--- src/rtl/scan_sel_gen_pkg.sv ---
// rtl/scan_sel_gen_pkg.sv - shared widths, line count and default dwell for the scan select generator
package scan_sel_gen_pkg;

    localparam int IDX_W         = 3;
    localparam int N_LINES       = 8;
    localparam int DWELL_DEFAULT = 4;

    typedef logic [IDX_W-1:0]   idx_t;
    typedef logic [N_LINES-1:0] line_mask_t;

endpackage

--- src/rtl/scan_sel_gen_if.sv ---
// rtl/scan_sel_gen_if.sv - control and select bundle between a scan controller and the select generator
interface scan_sel_gen_if;
    import scan_sel_gen_pkg::*;

    logic       en;
    line_mask_t mask;
    logic       load;
    idx_t       load_val;
    idx_t       sel;
    logic       sel_valid;
    logic       wrap;

    modport master (
        output en, mask, load, load_val,
        input  sel, sel_valid, wrap
    );

    modport slave (
        input  en, mask, load, load_val,
        output sel, sel_valid, wrap
    );

endinterface

--- src/rtl/scan_sel_gen_next_idx8.sv ---
// rtl/scan_sel_gen_next_idx8.sv - circular search for the next eligible line after cur
module next_idx8
    import scan_sel_gen_pkg::*;
(
    input  idx_t       cur,
    input  line_mask_t mask,
    output idx_t       nxt,
    output logic       found,
    output logic       wrapped
);

    idx_t cand;

    // Scan offsets 8 down to 1 so the nearest eligible line wins; offset 8 is cur itself.
    always_comb begin
        nxt   = cur;
        found = 1'b0;
        cand  = cur;
        for (int k = N_LINES; k >= 1; k--) begin
            cand = cur + idx_t'(k);
            if (mask[cand]) begin
                nxt   = cand;
                found = 1'b1;
            end
        end
        wrapped = found && (nxt <= cur);
    end

endmodule

--- src/rtl/scan_sel_gen.sv ---
// rtl/scan_sel_gen.sv - dwell-timed circular select index generator for a 3-to-8 line decoder
module scan_sel_gen
    import scan_sel_gen_pkg::*;
#(
    parameter int DWELL = DWELL_DEFAULT
) (
    input  logic         clk,
    input  logic         rst,
    scan_sel_gen_if.slave bus
);

    localparam logic [7:0] DCNT_LAST = 8'(DWELL - 1);

    idx_t       sel_q;
    logic       sel_valid_q;
    logic       wrap_q;
    logic [7:0] dcnt;

    idx_t nxt;
    logic found;
    logic wrapped;

    next_idx8 u_next_idx8 (
        .cur     (sel_q),
        .mask    (bus.mask),
        .nxt     (nxt),
        .found   (found),
        .wrapped (wrapped)
    );

    always_ff @(posedge clk or posedge rst) begin
        if (rst) begin
            sel_q       <= '0;
            dcnt        <= '0;
            sel_valid_q <= 1'b0;
            wrap_q      <= 1'b0;
        end else if (bus.load) begin
            sel_q       <= bus.load_val;
            dcnt        <= '0;
            wrap_q      <= 1'b0;
            sel_valid_q <= bus.en & bus.mask[bus.load_val];
        end else if (!bus.en) begin
            sel_valid_q <= 1'b0;
            wrap_q      <= 1'b0;
        end else if (!found) begin
            dcnt        <= '0;
            sel_valid_q <= 1'b0;
            wrap_q      <= 1'b0;
        end else if (!bus.mask[sel_q] || dcnt == DCNT_LAST) begin
            // An ineligible current line is skipped immediately instead of dwelling on it.
            sel_q       <= nxt;
            dcnt        <= '0;
            wrap_q      <= wrapped;
            sel_valid_q <= 1'b1;
        end else begin
            dcnt        <= dcnt + 8'd1;
            wrap_q      <= 1'b0;
            sel_valid_q <= 1'b1;
        end
    end

    assign bus.sel       = sel_q;
    assign bus.sel_valid = sel_valid_q;
    assign bus.wrap      = wrap_q;

endmodule

--- src/flat_wrapper.sv ---
// flat-port wrapper written by rule: the top's interface ports become plain ports
module scan_sel_gen_flat import scan_sel_gen_pkg::*;
#(
    parameter int DWELL = DWELL_DEFAULT
)
  (clk, rst, bus_en, bus_mask, bus_load, bus_load_val, bus_sel, bus_sel_valid, bus_wrap);
  scan_sel_gen_if bus_i ();
  input  logic clk;
  input  logic rst;
  input wire logic [$bits(bus_i.en)-1:0] bus_en;
  input wire logic [$bits(bus_i.mask)-1:0] bus_mask;
  input wire logic [$bits(bus_i.load)-1:0] bus_load;
  input wire logic [$bits(bus_i.load_val)-1:0] bus_load_val;
  output wire logic [$bits(bus_i.sel)-1:0] bus_sel;
  output wire logic [$bits(bus_i.sel_valid)-1:0] bus_sel_valid;
  output wire logic [$bits(bus_i.wrap)-1:0] bus_wrap;
  assign bus_i.en = bus_en;
  assign bus_i.mask = bus_mask;
  assign bus_i.load = bus_load;
  assign bus_i.load_val = bus_load_val;
  assign bus_sel = bus_i.sel;
  assign bus_sel_valid = bus_i.sel_valid;
  assign bus_wrap = bus_i.wrap;
  scan_sel_gen #(.DWELL(DWELL)) u_core (.clk(clk), .rst(rst), .bus(bus_i));
endmodule
--- config.mk ---
export PLATFORM = sky130hd
export DESIGN_NAME = scan_sel_gen_flat
export DESIGN_NICKNAME = d
export VERILOG_FILES = /design/src/rtl/scan_sel_gen_pkg.sv /design/src/rtl/scan_sel_gen_if.sv /design/src/rtl/scan_sel_gen_next_idx8.sv /design/src/rtl/scan_sel_gen.sv /design/src/flat_wrapper.sv
export SDC_FILE = /design/constraint.sdc
export NUM_CORES = 1
export LEC_CHECK = 0
export CORE_MARGIN = 5
export CORE_UTILIZATION = 35
export CTS_BUF_LIST = sky130_fd_sc_hd__clkbuf_8
export DETAILED_ROUTE_END_ITERATION = 10
export SLEW_MARGIN = 20
export SYNTH_ARGS = -nofsm -noshare
export SYNTH_HDL_FRONTEND = slang
export SYNTH_SLANG_ARGS = --single-unit
--- constraint.sdc ---
create_clock -name clk -period 9.1 [get_ports clk]
set_input_delay 2.275 -clock clk [delete_from_list [all_inputs] [get_ports clk]]
set_output_delay 2.275 -clock clk [all_outputs]
set_load 0.1 [all_outputs]
=== After elaboration in Yosys (flattened, before gate mapping) ===
Cells that the tools add are included.

* Bits in registers: 13
* Latch bits: 0
* Bits in writable memories: 0
* ROM bits: 0
* Input port bits: 15
* Output and inout bits: 5
* Logic and storage cells: 79
* Memories kept: 0

* Add/subtract/negate cells: 8
* Multiply operators: 0
* Div/mod/pow operators: 0
* Magnitude comparators: 10
* Equality and inequality tests: 1
* Shift-type cells: 0
* Mux-type cells: 48
* Bitwise gates (word level): 1
* Reductions and logical operators: 7

{| class="wikitable"
|+ Operators by type and width
! operator !! count
|-
| $lt A3 B4 Y1 const B || 9
|-
| $mux W3 || 11
|-
| $mux W8 || 4
|-
| $bmux W1 S3 || 9
|-
| $mux W1 || 24
|-
| $add A3 B3 Y3 const B || 4
|-
| $add A8 B1 Y8 const B || 1
|-
| $eq A8 B2 Y1 const B || 1
|-
| $add A3 B2 Y3 const B || 2
|-
| $reduce_bool A2 Y1 || 3
|-
| $add A3 B1 Y3 const B || 1
|-
| $le A3 B3 Y1 || 1
|-
| $reduce_and A3 Y1 || 1
|-
| $and A1 B1 Y1 || 1
|-
| $logic_and A1 B1 Y1 || 1
|-
| $logic_not A1 Y1 || 1
|-
| $logic_or A1 B1 Y1 || 1
|}

=== Logic depth before layout (Yosys ltp) ===
Gate-level depths: netlist (run 1).

* Depth in word-level cells: 16
* Mapped depth: 18

=== Modules after synthesis ===
Synthesis (run 1) repeated with hierarchy kept, for this count alone.

* Cells, all modules: 199
* Area total of the unflattened synthesis: 1773.0 um2

{| class="wikitable"
|+ By module, submodules not included
! module !! times used !! cells each !! area each (um2) !! seq. area each (um2)
|-
| scan_sel_gen || 1 || 101 || 928.4 || 325.3
|-
| next_idx8 || 1 || 98 || 844.6 || 0.0
|}

=== Worst setup path after synthesis (run 1) ===
No wires, ideal clock.

* Path type: input -> register
* From: in bus_mask[7]
* To: reg u_core.wrap_q, in the netlist u_core.bus.wrap
* Library setup time: 72 ps
* Data arrival time: 4498 ps
* Required time: 9028 ps
* Path slack: 4530 ps
* Stages: 12
* Path through: mux4_1 > mux2i_4 > mux2i_1 > a311o_1 > nand3_1 > a311oi_2 > ha_1 > nor2b_1 > o21a_1 > o21ai_0 > nand4b_1 > nor2_1

* Word-level cells in the longest chain between the ends: 15
* Elaborated cells on any way between the ends: 39
* Classes of those cells: order compare (1); mux (35); reduce/logical (3)

{| class="wikitable"
|+ Ends and longest elaborated chain
! item !! line !! source
|-
| start: declaration || flat_wrapper.sv:11 || <nowiki>input wire logic [$bits(bus_i.mask)-1:0] bus_mask;</nowiki>
|-
| $bmux W1 S3, on equally long branches || scan_sel_gen_next_idx8.sv:21, scan_sel_gen.sv:49 ||
|-
| $mux W1, on equally long branches || scan_sel_gen_next_idx8.sv:21, scan_sel_gen.sv:49 ||
|-
| $mux W3 / $mux W1 (equally long branches) (7 in a row) || scan_sel_gen_next_idx8.sv:21 || <nowiki>if (mask[cand]) begin</nowiki>
|-
| $le A3 B3 Y1 / $mux W1 (equally long branches) || scan_sel_gen_next_idx8.sv:26, scan_sel_gen_next_idx8.sv:21 ||
|-
| $logic_and A1 B1 Y1 || scan_sel_gen_next_idx8.sv:26 || <nowiki>wrapped = found && (nxt <= cur);</nowiki>
|-
| $mux W1 || scan_sel_gen.sv:49 || <nowiki>end else if (!bus.mask[sel_q] || dcnt == DCNT_LAST) begin</nowiki>
|-
| $mux W1 (*) || scan_sel_gen.sv:45 || <nowiki>end else if (!found) begin</nowiki>
|-
| $mux W1 (*) || scan_sel_gen.sv:42 || <nowiki>end else if (!bus.en) begin</nowiki>
|-
| $mux W1 (*) || scan_sel_gen.sv:37 || <nowiki>end else if (bus.load) begin</nowiki>
|-
| end signal: assignment || scan_sel_gen.sv:53 || <nowiki>wrap_q <= wrapped;</nowiki>
|-
| end: declaration || scan_sel_gen.sv:16 || <nowiki>logic wrap_q;</nowiki>
|}

Mark *: on every way between the ends. The rest lies on a longest branch, timed or not. The select of a mux whose other input is x is not followed.
A chain may end at the register's enable or synchronous reset.

=== Worst setup path after layout (run 1) ===
* From: in bus_mask[3]
* To: reg u_core.wrap_q, in the netlist u_core.bus.wrap

The elaborated chain is that of the path after synthesis.

==> summary.txt, run 1 <==
Run status
  • Run status: finished, final reports clean

Yosys
  • Synth Instances: 176
  • YS warnings: 0
  • Main synth FF type: dfrtp_1
  • Top area cells in the synthesized netlist: dfrtp_1, mux4_1, mux2i_1
  • Syn avg cell area: 9.65 µm²
  • Post-synthesis sequential area ratio: 19.2%
  • Synth top cells by count: nand2_1, nor2_1, mux2i_1
  • Leading area contributor after synthesis: dfrtp_1
  • Synth Register Bits: 13
  • Synth top area share: 19.2%
  • Share of synthesized registers carrying an async set or reset: 100%
  • Yosys cell types: 52
  • Mapped Area: 1700 µm²
  • Post-synth EDFFs: 0
  • Synth Net Count: 197

Final layout
  • Layout cells sized above 1: 9.47%
  • P&R area growth vs syn: 14.6%
  • Register area: 325 µm²
  • Post-route non-filler standard cell count: 257
  • Area of the multi-input gates: 1270 µm²
  • Nets: 212
  • N_diodes: 0
  • # fillers: 466

Placed design
  • # port buffers: 19
  • Dpl hpwl: 2930 µm
  • Pre-CTS setup slack: 3.70 ns
  • Inst Count DP: 253
  • Routability congestion estimate: 0.837

Critical path
  • Top fanout value on the critical path: 9
  • Worst Setup SP: bus_mask[3]
  • Worst EP required: 9.28 ns
  • Critical path endpoint category: flip-flop
  • Startpoint types: primary input
  • Arr. time, crit path: 5.35 ns
  • Reg-to-Reg Start: u_core.bus.sel[0]
  • CP Class: in2reg

Global routing
  • Largest net degree at the start of global routing: 21
  • Initial antenna violation count: 0
  • First-pass GRT wire length: 6670 µm
  • Total track usage: 13.0%
  • Remaining Overflow, GRT: 0
  • Vias in the first global route: 1,313

Floorplan
  • Top-Level Pins: 20
  • Initial core utilization: 35.9%
  • Row count: 25
  • Die Footprint: 6340 µm²
  • Die H: 79.7 µm
  • Horiz. Die Dim: 79.7 µm
  • Core area: 4720 µm²

Timing
  • Final setup fails: 0
  • Final Slew Violations: 0
  • Slew headroom: 34.6%
  • RSZ-0062 raised after global routing: false
  • Setup ws final: 3.93 ns
  • Setup Skew: 0.00593 ns
  • Fin crit share: 56.8%
  • Worst-Margin Slew: 0.978 ns
  • Final Hold Vio Count: 0
  • Fmax: 193 MHz
  • Post-route setup TNS: 0 ns
  • Final min period: 5.17 ns

Clock tree
  • CTS tree: built
  • Number of gates resized after cts: 0
  • Latest clock arrival within the worst-skew pair: 0.25 ns
  • Clock tree buffer depth: 2
  • H-tree depth: 1
  • CTS Hold Buffers Added: 0
  • Setup repair bufs after CTS: 0
  • Cts bufs inserted: 3
  • Reg clk slew, reported paths: 0.06 ns
  • CTS Sinks: 13
  • Root buf cell: clkbuf_8

Detailed routing
  • First DRT Iteration DRCs: 122
  • Remaining antenna violation count: 0
  • Pre-Repair DR Iteration Count: 4
  • Via count: 1,437
  • DRC: 0
  • WL/cell: 15.1 µm
  • DRT Wirelength: 3870 µm
  • Via/cell ratio: 5.59

Run
  • MaxCap Viol Count: 0

Min path
  • Hold_sp: u_core.dcnt[7]
  • HP Class: reg2reg
layer usage:
layer	routed length [µm]	up-vias	GRT usage (%)	part of all wire (%)
li1	-	706	-	-
met3	130	5	2.37	3.4
met1	2070	698	20.7	53
met4	27	0	2.41	0.70
met2	1640	28	18.0	42
met5	0	-	0	0
area by class of cell:
| class | instances | share of cell area (%) |
|---|---|---|
| clock inverters | 1 | 0.193 |
| inverters | 8 | 1.54 |
| well taps | 67 | 4.31 |
| multi-input cells | 146 | 65.3 |
| repair buffers | 19 | 9.77 |
| clock buffers | 3 | 2.12 |
| flip-flops and latches | 13 | 16.7 |
per-stage QoR:
step           utilization (%)  cell area, µm²  hold WS [ns]
3_5_place_dp              40.2            1900         0.477
3_3_place_gp              40.2            1900         0.476
6_report                  41.2            1950         0.491
5_1_grt                   41.2            1950         0.532
4_1_cts                   41.2            1950         0.491
2_1_floorplan                -            1700         0.446
critical path, cell delays in order:
cell             delay (ns)
clkdlybuf4s50_1        0.56
mux4_1                 0.64
mux2i_4                0.25
mux2i_1                0.22
a311o_1                0.13
nand3_1                0.08
a311oi_2               0.25
ha_1                   0.29
nor2b_1                0.13
o21a_1                 0.15
o21ai_0                0.15
nand4b_1               0.12
nor2_1                 0.10
cell families after synthesis:
family,count (synthesis),share of synthesized area (%)
simple gates,58,16.8
compound gates,42,17.8
mux,31,31.2
buf+inv,17,5.97
flops,13,19.2
xor+xnor,9,4.64
fa+ha+maj,6,4.42
worst paths after layout:
kind	end	cells past startpoint	slack, ns
max	u_core.bus.wrap	13	3.93
min	u_core.dcnt[7]	1	0.49
max reg2reg	u_core.bus.wrap	13	4.64
min reg2reg	u_core.dcnt[7]	1	0.49
max in group asynchronous	u_core.dcnt[4]	2	6.38
min in group asynchronous	u_core.bus.wrap	2	2.37
sequential cells by signal (all words and copies together), names as in the netlist:
| signal | cells |
|---|---|
| u_core.dcnt | 8 |
| u_core.bus.sel_valid | 1 |
| u_core.bus.wrap | 1 |
| u_core.bus.sel | 3 |
placed cells by master, fill, tap and decap left out, types with 4 or more instances in the layout:
cell type and instances:
a21o_1 5, clkdlybuf4s50_1 19, dfrtp_1 13, ha_1 6, inv_1 8, mux2i_1 14
mux4_1 8, mux4_2 5, nand2_1 17, nand3_1 6, nor2_1 17, nor3_1 5
o21ai_0 13, xnor2_1 5, xor2_1 4
Power of run 1 is not shown: default switching activity piles up to over one toggle a cycle in this logic, so the estimate is an artifact.
==> inputs of run 2 (changes only) <==
- clock period: 9.1 -> 5 ns (I/O delays scaled with it)
==> run 2 against run 1 <==
Sequential share of layout area is 0.19 points lower. Register-to-register slack worse by 3.3 ns. Critical path depth stayed put. Worst setup slack worse by 3.0 ns. Utilization is 0.48 points higher. First-iteration DRC count is 12% higher. Die area stayed put. Global-route usage is 0.45 points higher. Non-clock buffer count is 3 higher. Highest routed layer unchanged. Worst hold slack hardly changed. Largest cell class unchanged. Sequential cell count stayed put. Clock skew is 0.0028 ns lower.
==> summary.txt, run 2 (synthesized netlist as in run 1, its figures left out) <==
Run status
  • Run status: finished, final reports clean

Critical path
  • CP Capture Point: u_core.bus.wrap
  • Crit-path leading delay family: multiplexers
  • Startpoint types: primary input
  • Reg-to-Reg Start: u_core.bus.sel[1]
  • Arr. time, crit path: 4.27 ns (-1.08 ns)
  • Cell chain of the critical path: clkdlybuf4s50_1 -> mux4_1 -> mux2i_4 -> mux2i_1 -> a311o_1 -> nand3_1 -> a311oi_2 -> ha_1 -> nor2b_1 -> o21a_1 -> o21ai_0 -> nand4b_1 -> nor2_1
  • Top fanout value on the critical path: 8 (-1)
  • Reg2reg end: u_core.bus.wrap
  • FF-to-FF setup slack: 1.31 ns (-3.33 ns)
  • Slowest stage delay, CP: 0.63 ns (about the same)
  • Critical path endpoint category: flip-flop
  • Buf+Inv Stages, Crit Path: 1 (unchanged)
  • Crit path max-delay cell type: mux4_1
  • Worst Setup SP: bus_mask[7]
  • WP depth: 13 (unchanged)
  • Worst-case reg-to-reg path depth: 13 (unchanged)
  • Worst EP required: 5.18 ns (-4.10 ns)
  • CP Class: in2reg

Floorplan
  • Row count: 25 (unchanged)
  • Top-Level Pins: 20 (unchanged)
  • Die Footprint: 6340 µm² (unchanged)
  • Initial core utilization: 35.9% (unchanged)
  • Horiz. Die Dim: 79.7 µm (unchanged)
  • Die H: 79.7 µm (unchanged)
  • Core area: 4720 µm² (unchanged)

Power
  • Cell Pwr Density: 758 nW/µm²
  • VDD IR max: 0.278 mV
  • Pleak: 0.805 nW
  • Total power: 1.49 mW

Timing
  • Final setup fails: 0 (unchanged)
  • Setup Skew: 0.00313 ns (-0.00280 ns)
  • Fin crit share: 81.8%
  • RSZ-0062 raised after global routing: false
  • Worst hold slack: 0.490 ns (-0.000163 ns)
  • Final min period: 4.09 ns
  • Final Slew Violations: 0 (unchanged)
  • Fmax: 245 MHz
  • Slew headroom: 34.9% (+0.31 points)
  • Worst-Margin Slew: 0.973 ns (-0.00466 ns)
  • Post-route setup TNS: 0 ns (unchanged)
  • Final Hold Vio Count: 0 (unchanged)

Min path
  • HP Class: reg2reg

Global routing
  • Remaining Overflow, GRT: 0 (unchanged)
  • Largest net degree at the start of global routing: 20 (-4.8%)
  • First-pass GRT wire length: 6680 µm (+0.21%)
  • Initial antenna violation count: 0 (unchanged)
  • Vias in the first global route: 1,334 (+1.6%)
  • Total track usage: 13.4% (+0.45 points)

Detailed routing
  • Via/cell ratio: 5.60 (+0.22%)
  • Remaining antenna violation count: 0 (unchanged)
  • Via count: 1,457 (+1.4%)
  • Pre-Repair DR Iteration Count: 4 (unchanged)
  • First DRT Iteration DRCs: 137 (+12%)
  • DRT Wirelength: 4010 µm (+3.6%)
  • WL/cell: 15.4 µm (+2.4%)
  • DRC: 0 (unchanged)

Final layout
  • N_diodes: 0 (unchanged)
  • Final instance area: 1970 µm² (+1.2%)
  • Fin util: 41.7% (+0.48 points)
  • Most flops, register: u_core.dcnt
  • Most frequent cells in the layout: clkdlybuf4s50_1, nor2_1, nand2_1, mux2i_1
  • Layout cells sized above 1: 10.9% (+1.4 points)
  • P&R area growth vs syn: 15.9%
  • Nets: 215 (+1.4%)
  • # fillers: 478 (+2.6%)
  • Most common cell after layout, fill and taps aside: clkdlybuf4s50_1
  • Max reg flops: 8 (unchanged)

Placed design
  • Placed inst area: 1920 µm² (+1.2%)
  • Dpl hpwl: 3050 µm (+4.1%)
  • # port buffers: 19 (unchanged)
  • Routability congestion estimate: 0.830 (-0.82%)

Clock tree
  • Root buf cell: clkbuf_8
  • Clock tree buffer depth: 2 (unchanged)
  • Setup repair bufs after CTS: 0 (unchanged)
  • Cts bufs inserted: 3 (unchanged)
  • Reg clk slew, reported paths: 0.05 ns (about the same)
  • CTS tree: built
  • Latest clock arrival within the worst-skew pair: 0.25 ns (about the same)
  • CTS Hold Buffers Added: 0 (unchanged)
  • Number of gates resized after cts: 0 (unchanged)
  • CTS Sinks: 13 (unchanged)
  • H-tree depth: 1 (unchanged)

Run
  • MaxCap Viol Count: 0 (unchanged)
[run 2: cell type report]
type	count	area, µm²	area share, %
multi-input cells	146	1270	64.6
flip-flops and latches	13	325	16.5
repair buffers	22	213	10.8
well taps	67	83.8	4.26
clock buffers	3	41.3	2.10
inverters	8	30.0	1.53
clock inverters	1	3.75	0.191
[run 2: metrics by stage]
step	std cells	worst slack [ns]
finish	260	0.910
floorplan	176	0.744
global placement	256	0.688
CTS	260	0.931
global route	260	0.650
detailed placement	256	0.685
[run 2: worst reg2reg max path, cell delays in order, from the launching register on]
cell	delay (ns)
dfrtp_1	0.35
inv_1	0.12
ha_1	0.66
mux4_1	0.75
mux2_2	0.35
a311o_1	0.27
nand3_1	0.08
a311oi_2	0.11
ha_1	0.30
nor2b_1	0.13
o21a_1	0.15
o21ai_0	0.15
nand4b_1	0.11
nor2_1	0.10
[run 2: worst min-delay path by stage]
stage	slack, ns	end	from	cells past startpoint
after floorplan	0.45	u_core.dcnt[7]	u_core.dcnt[7]	1
after global placement	0.48	u_core.dcnt[7]	u_core.dcnt[7]	1
after detailed placement	0.48	u_core.dcnt[7]	u_core.dcnt[7]	1
after CTS	0.49	u_core.dcnt[7]	u_core.dcnt[7]	1
after global routing	0.52	u_core.dcnt[7]	u_core.dcnt[7]	1
final	0.49	u_core.dcnt[7]	u_core.dcnt[7]	1
[run 2: layer usage]
layer	GRT usage [%]	part of all wire, %
met3	2.48	3.6
met5	0	0
met4	4.12	1.3
met1	20.4	51
met2	18.9	44
[run 2: power by group]
group | switching, mW | internal, mW | leakage [nW]
Sequential | 0.0295 | 0.124 | 0.172
Combinational | 0.703 | 0.543 | 0.606
Clock | 0.0380 | 0.0543 | 0.0269
Total | 0.771 | 0.720 | 0.805
Note: power is estimated with default switching activity, not from simulation.
==> variant 1 (config.mk and constraints of run 2) <==
Set the package constant `IDX_W` to 4 (it was 3).
--- a/src/rtl/scan_sel_gen_pkg.sv
+++ b/src/rtl/scan_sel_gen_pkg.sv
@@ -1,7 +1,7 @@
 // rtl/scan_sel_gen_pkg.sv - shared widths, line count and default dwell for the scan select generator
 package scan_sel_gen_pkg;
 
-    localparam int IDX_W         = 3;
+    localparam int IDX_W         = 4;
     localparam int N_LINES       = 8;
     localparam int DWELL_DEFAULT = 4;
 
Interface: changed (resized bus_load_val and bus_sel); port bits go from 20 to 22. The function was not compared with the original's and may differ.
==> variant 1 against run 2 <==
Sequential power is 6% lower. Area after synthesis is 18% higher. Cell area is 17% higher. Power is 1.3% higher. Setup slack worse by 230 ps. Synthesized cell count is 20% higher. Fmax is 5.4% lower. Register-to-register slack worse by 350 ps. Wire length is 22% higher. Sequential cell count is 1 higher. Critical path type unchanged. Largest power group unchanged.
==> variant 1: results (changes against run 2) <==
Cells after DPL: 301 (was 256)
internal power: 713 µW (was 720 µW)
hold_sp: u_core.dcnt[1]$_DFFE_PP0P_ (was u_core.dcnt[7]$_DFFE_PP0P_)
met1 Usage GRT: 19.7% (was 20.4%)
M1 WL: 2410 µm (was 2040 µm)
die area: 7350 µm² (was 6340 µm²)
sequential portion of the cell area: 15.2% (was 16.5%)
DPL Wire Length: 3750 µm (was 3050 µm)
critical path data arrival time: 4480 ps (was 4270 ps)
Tot GR Track Use: 13.8% (was 13.4%)
library cells used by synthesis: 55 (was 52)
sequential cell area fraction in the yosys report: 17.5% (was 19.2%)
status: completed (unchanged)
RR Startpoint: u_core.bus.sel[0]$_DFFE_PP0P_ (was u_core.bus.sel[1]$_DFFE_PP0P_)
clk tree area frac: 1.79% (was 2.29%)
Non-CTS buffers: 26 (was 22)
worst hold slack: 515 ps (was 490 ps)
Reg2Reg Depth: 16 (was 13)
fmax: 231 MHz (was 245 MHz)
inverters: 13 (was 8)
Area after DPL: 2260 µm² (was 1920 µm²)
Filler Cell Count: 565 (was 478)
largest net degree at the start of global routing: 19 (was 20)
final design utilization: 41.6% (was 41.7%)
multi-input gate share of the layout cell area: 66.2% (was 64.6%)
count of input and output buffers: 21 (was 19)
num sequential: 14 (was 13)
layout cell share with drive strength beyond 1: 13.8% (was 10.9%)
worst slack, placed: 476 ps (was 685 ps)
first-pass GRT wire length: 8330 µm (was 6680 µm)
syn avg cell area: 9.51 µm² (was 9.65 µm²)
critical path fanouts, max: 9 (was 8)
Pleak: 0.976 nW (was 0.805 nW)
met3 GRT Util: 2.11% (was 2.48%)
Clock Skew: 5.33 ps (was 3.13 ps)
initial drt markers: 152 (was 137)
vias in the first global route: 1700 (was 1334)
Worst-Margin Slew: 969 ps (was 973 ps)
Setup crit start: bus_mask[1] (was bus_mask[7])
hold endpoint: u_core.dcnt[1]$_DFFE_PP0P_ (was u_core.dcnt[7]$_DFFE_PP0P_)
DR WL met2: 2300 µm (was 1770 µm)
maximum vdd drop: 0.000289 V (was 0.000278 V)
WL met3: 199 µm (was 144 µm)
multi-input gates: 176 (was 146)
DR WL/cell: 16.2 µm (was 15.4 µm)
met2 usage: 22.7% (was 18.9%)
total number of vias: 1762 (was 1457)
fin nets: 262 (was 215)
[variant 1: kinds of logic after synthesis]
family	synth area share (%)
xor+xnor	3.49
flops	17.5
fa+ha+maj	7.48
mux	28.3
simple gates	18.0
compound gates	18.7
buf+inv	6.55
[variant 1: power by group through the flow]
stage	clock (mW)	combinational, mW	sequential [mW]
floorplan	0	0.908	0.283
global placement	0	1.28	0.146
detailed placement	0	1.27	0.147
CTS	0.0981	1.27	0.145
global route	0.103	1.40	0.147
finish	0.0924	1.27	0.144
[variant 1: worst max-delay path, cell delays in order]
cell             delay (ps)
clkdlybuf4s50_1         540
mux4_2                  630
mux2i_1                 500
o21ai_0                 170
o211ai_1                220
o2bb2ai_1               140
nand2_1                  80
inv_1                    60
ha_1                    220
nor2b_1                 130
o21ai_0                 130
nand2b_1                 70
a21oi_1                 150
a41oi_1                  60
nor3_1                  130
==> variant 2 (settings of run 2) <==
Without the edit above. One comparison of `dcnt` changes from == to >=.
--- a/src/rtl/scan_sel_gen.sv
+++ b/src/rtl/scan_sel_gen.sv
@@ -46,7 +46,7 @@
             dcnt        <= '0;
             sel_valid_q <= 1'b0;
             wrap_q      <= 1'b0;
-        end else if (!bus.mask[sel_q] || dcnt == DCNT_LAST) begin
+        end else if (!bus.mask[sel_q] || dcnt >= DCNT_LAST) begin
             // An ineligible current line is skipped immediately instead of dwelling on it.
             sel_q       <= nxt;
             dcnt        <= '0;
Check against the original RTL: no difference found for any inputs over 10 cycles, from zero or initial values and one cycle with rst high; that may be too few to reach the edited logic, so the function may still have changed.
==> variant 2 against run 2 <==
Power shrank 32%. Sequential cell count did not move. Hold slack worse by 8.3 ps. Cell area decreased by 5.4%. Area after synthesis decreased by 6.0%. Register-to-register slack better by 130 ps. Setup slack worse by 42 ps. Largest power group unchanged. Sequential power shrank 10%. Clock skew increased by 1.3 ps. Wire length grew 3.5%. Die area fell by 5.3%. First-iteration DRC count decreased by 28%.
==> variant 2: results (changes against run 2) <==
critical path data arrival time: 4280 ps (was 4270 ps)
Area after DPL: 1820 µm² (was 1920 µm²)
Sw Ratio: 49.6% (was 51.7%)
library cells used by synthesis: 49 (was 52)
CTS Root Cell: clkbuf_8 (unchanged)
H-Tree Depth: 1 (unchanged)
met3 GRT Util: 3.24% (was 2.48%)
Clock Skew: 4.46 ps (was 3.13 ps)
vias in the first global route: 1436 (was 1334)
post-synthesis xor/xnor area fraction: 1.65% (was 4.64%)
Largest Register: u_core.dcnt (unchanged)
critical path fanouts, max: 9 (was 8)
Sequential Power Share: 13.5% (was 10.3%)
multiplexer area fraction after synthesis: 33.6% (was 31.2%)
Synth area leaders: dfrtp_1 (20%), mux4_2 (17%), mux2i_1 (10%) (was dfrtp_1 (19%), mux4_1 (12%), mux2i_1 (8.3%))
layout cell share with drive strength beyond 1: 16.3% (was 10.9%)
Tot GR Track Use: 14.4% (was 13.4%)
status: completed (unchanged)
detailed-route wire length: 4150 µm (was 4010 µm)
first-pass GRT wire length: 7130 µm (was 6680 µm)
DPL Wire Length: 3220 µm (was 3050 µm)
Synth Net Count: 188 (was 197)
clock network power share: 8.8% (was 6.2%)
post-DR vias/cell: 6.03 (was 5.60)
maximum vdd drop: 0.000323 V (was 0.000278 V)
worst slack, placed: 643 ps (was 685 ps)
Pleak: 0.799 nW (was 0.805 nW)
Clock Latency Late Sink: 240 ps
sequential cell area fraction in the yosys report: 20.4% (was 19.2%)
Worst-Margin Slew: 971 ps (was 973 ps)
GP Congestion: 0.907 (was 0.830)
Synth Area in Compound Gates: 16.7% (was 17.8%)
initial drt markers: 99 (was 137)
critical path's largest stage delay: 550 ps (was 630 ps)
Slowest-stage cell, CP: clkdlybuf4s50_1 (was mux4_1)
met1 Usage GRT: 20.6% (was 20.4%)
largest net degree at the start of global routing: 25 (was 20)
Switching Power: 504 µW (was 771 µW)
commonest cells in the netlist: mux2i_1 (16), nor2_1 (16), dfrtp_1 (13) (was nand2_1 (17), nor2_1 (17), mux2i_1 (14))
met2 usage: 22.2% (was 18.9%)
Synth Area in Adders: 4.71% (was 4.42%)
Setup Fix Bufs, Post-CTS: 0 (unchanged)
fin nets: 206 (was 215)
[variant 2: kinds of logic after synthesis]
| group | count (synthesis) |
|---|---|
| mux | 36 |
| fa+ha+maj | 6 |
| buf+inv | 18 |
| simple gates | 54 |
| xor+xnor | 3 |
| flops | 13 |
| compound gates | 37 |
[variant 2: worst paths after layout]
path	start	endpoint	slack, ps	cells past startpoint
max in group asynchronous	rst	u_core.dcnt[7]$_DFFE_PP0P_	3330	2
worst max register to register	u_core.bus.sel[1]$_DFFE_PP0P_	u_core.bus.wrap$_DFF_PP0_	1440	13
worst min register to register	u_core.dcnt[2]$_DFFE_PP0P_	u_core.dcnt[2]$_DFFE_PP0P_	480	1
worst min-delay path	u_core.dcnt[2]$_DFFE_PP0P_	u_core.dcnt[2]$_DFFE_PP0P_	480	1
worst max-delay path	bus_mask[0]	u_core.bus.wrap$_DFF_PP0_	870	11
min in group asynchronous	rst	u_core.dcnt[4]$_DFFE_PP0P_	1330	2
[variant 2: layout make-up]
type	instances	area, µm²
Fill cell	425	2520
Multi-Input combinational cell	136	1180
Sequential cell	13	325
Clock buffer	3	41.3
Tap cell	52	65.1
Inverter	10	37.5
Timing Repair Buffer	21	205
Clock inverter	1	3.75
[variant 2: per-stage QoR]
step	cells	util, %
after floorplan	167	-
after CTS	236	42.5
after global routing	236	42.5
after global placement	232	41.4
final	236	42.5
after detailed placement	232	41.4
[variant 2: metal layers]
| layer | up-vias | share of wire [%] | wire (µm) |
|---|---|---|---|
| met5 | - | 0 | 0 |
| met4 | 0 | 1.4 | 59 |
| met3 | 6 | 5.1 | 210 |
| met2 | 49 | 47 | 1950 |
| met1 | 692 | 46 | 1930 |
| li1 | 677 | - | - |
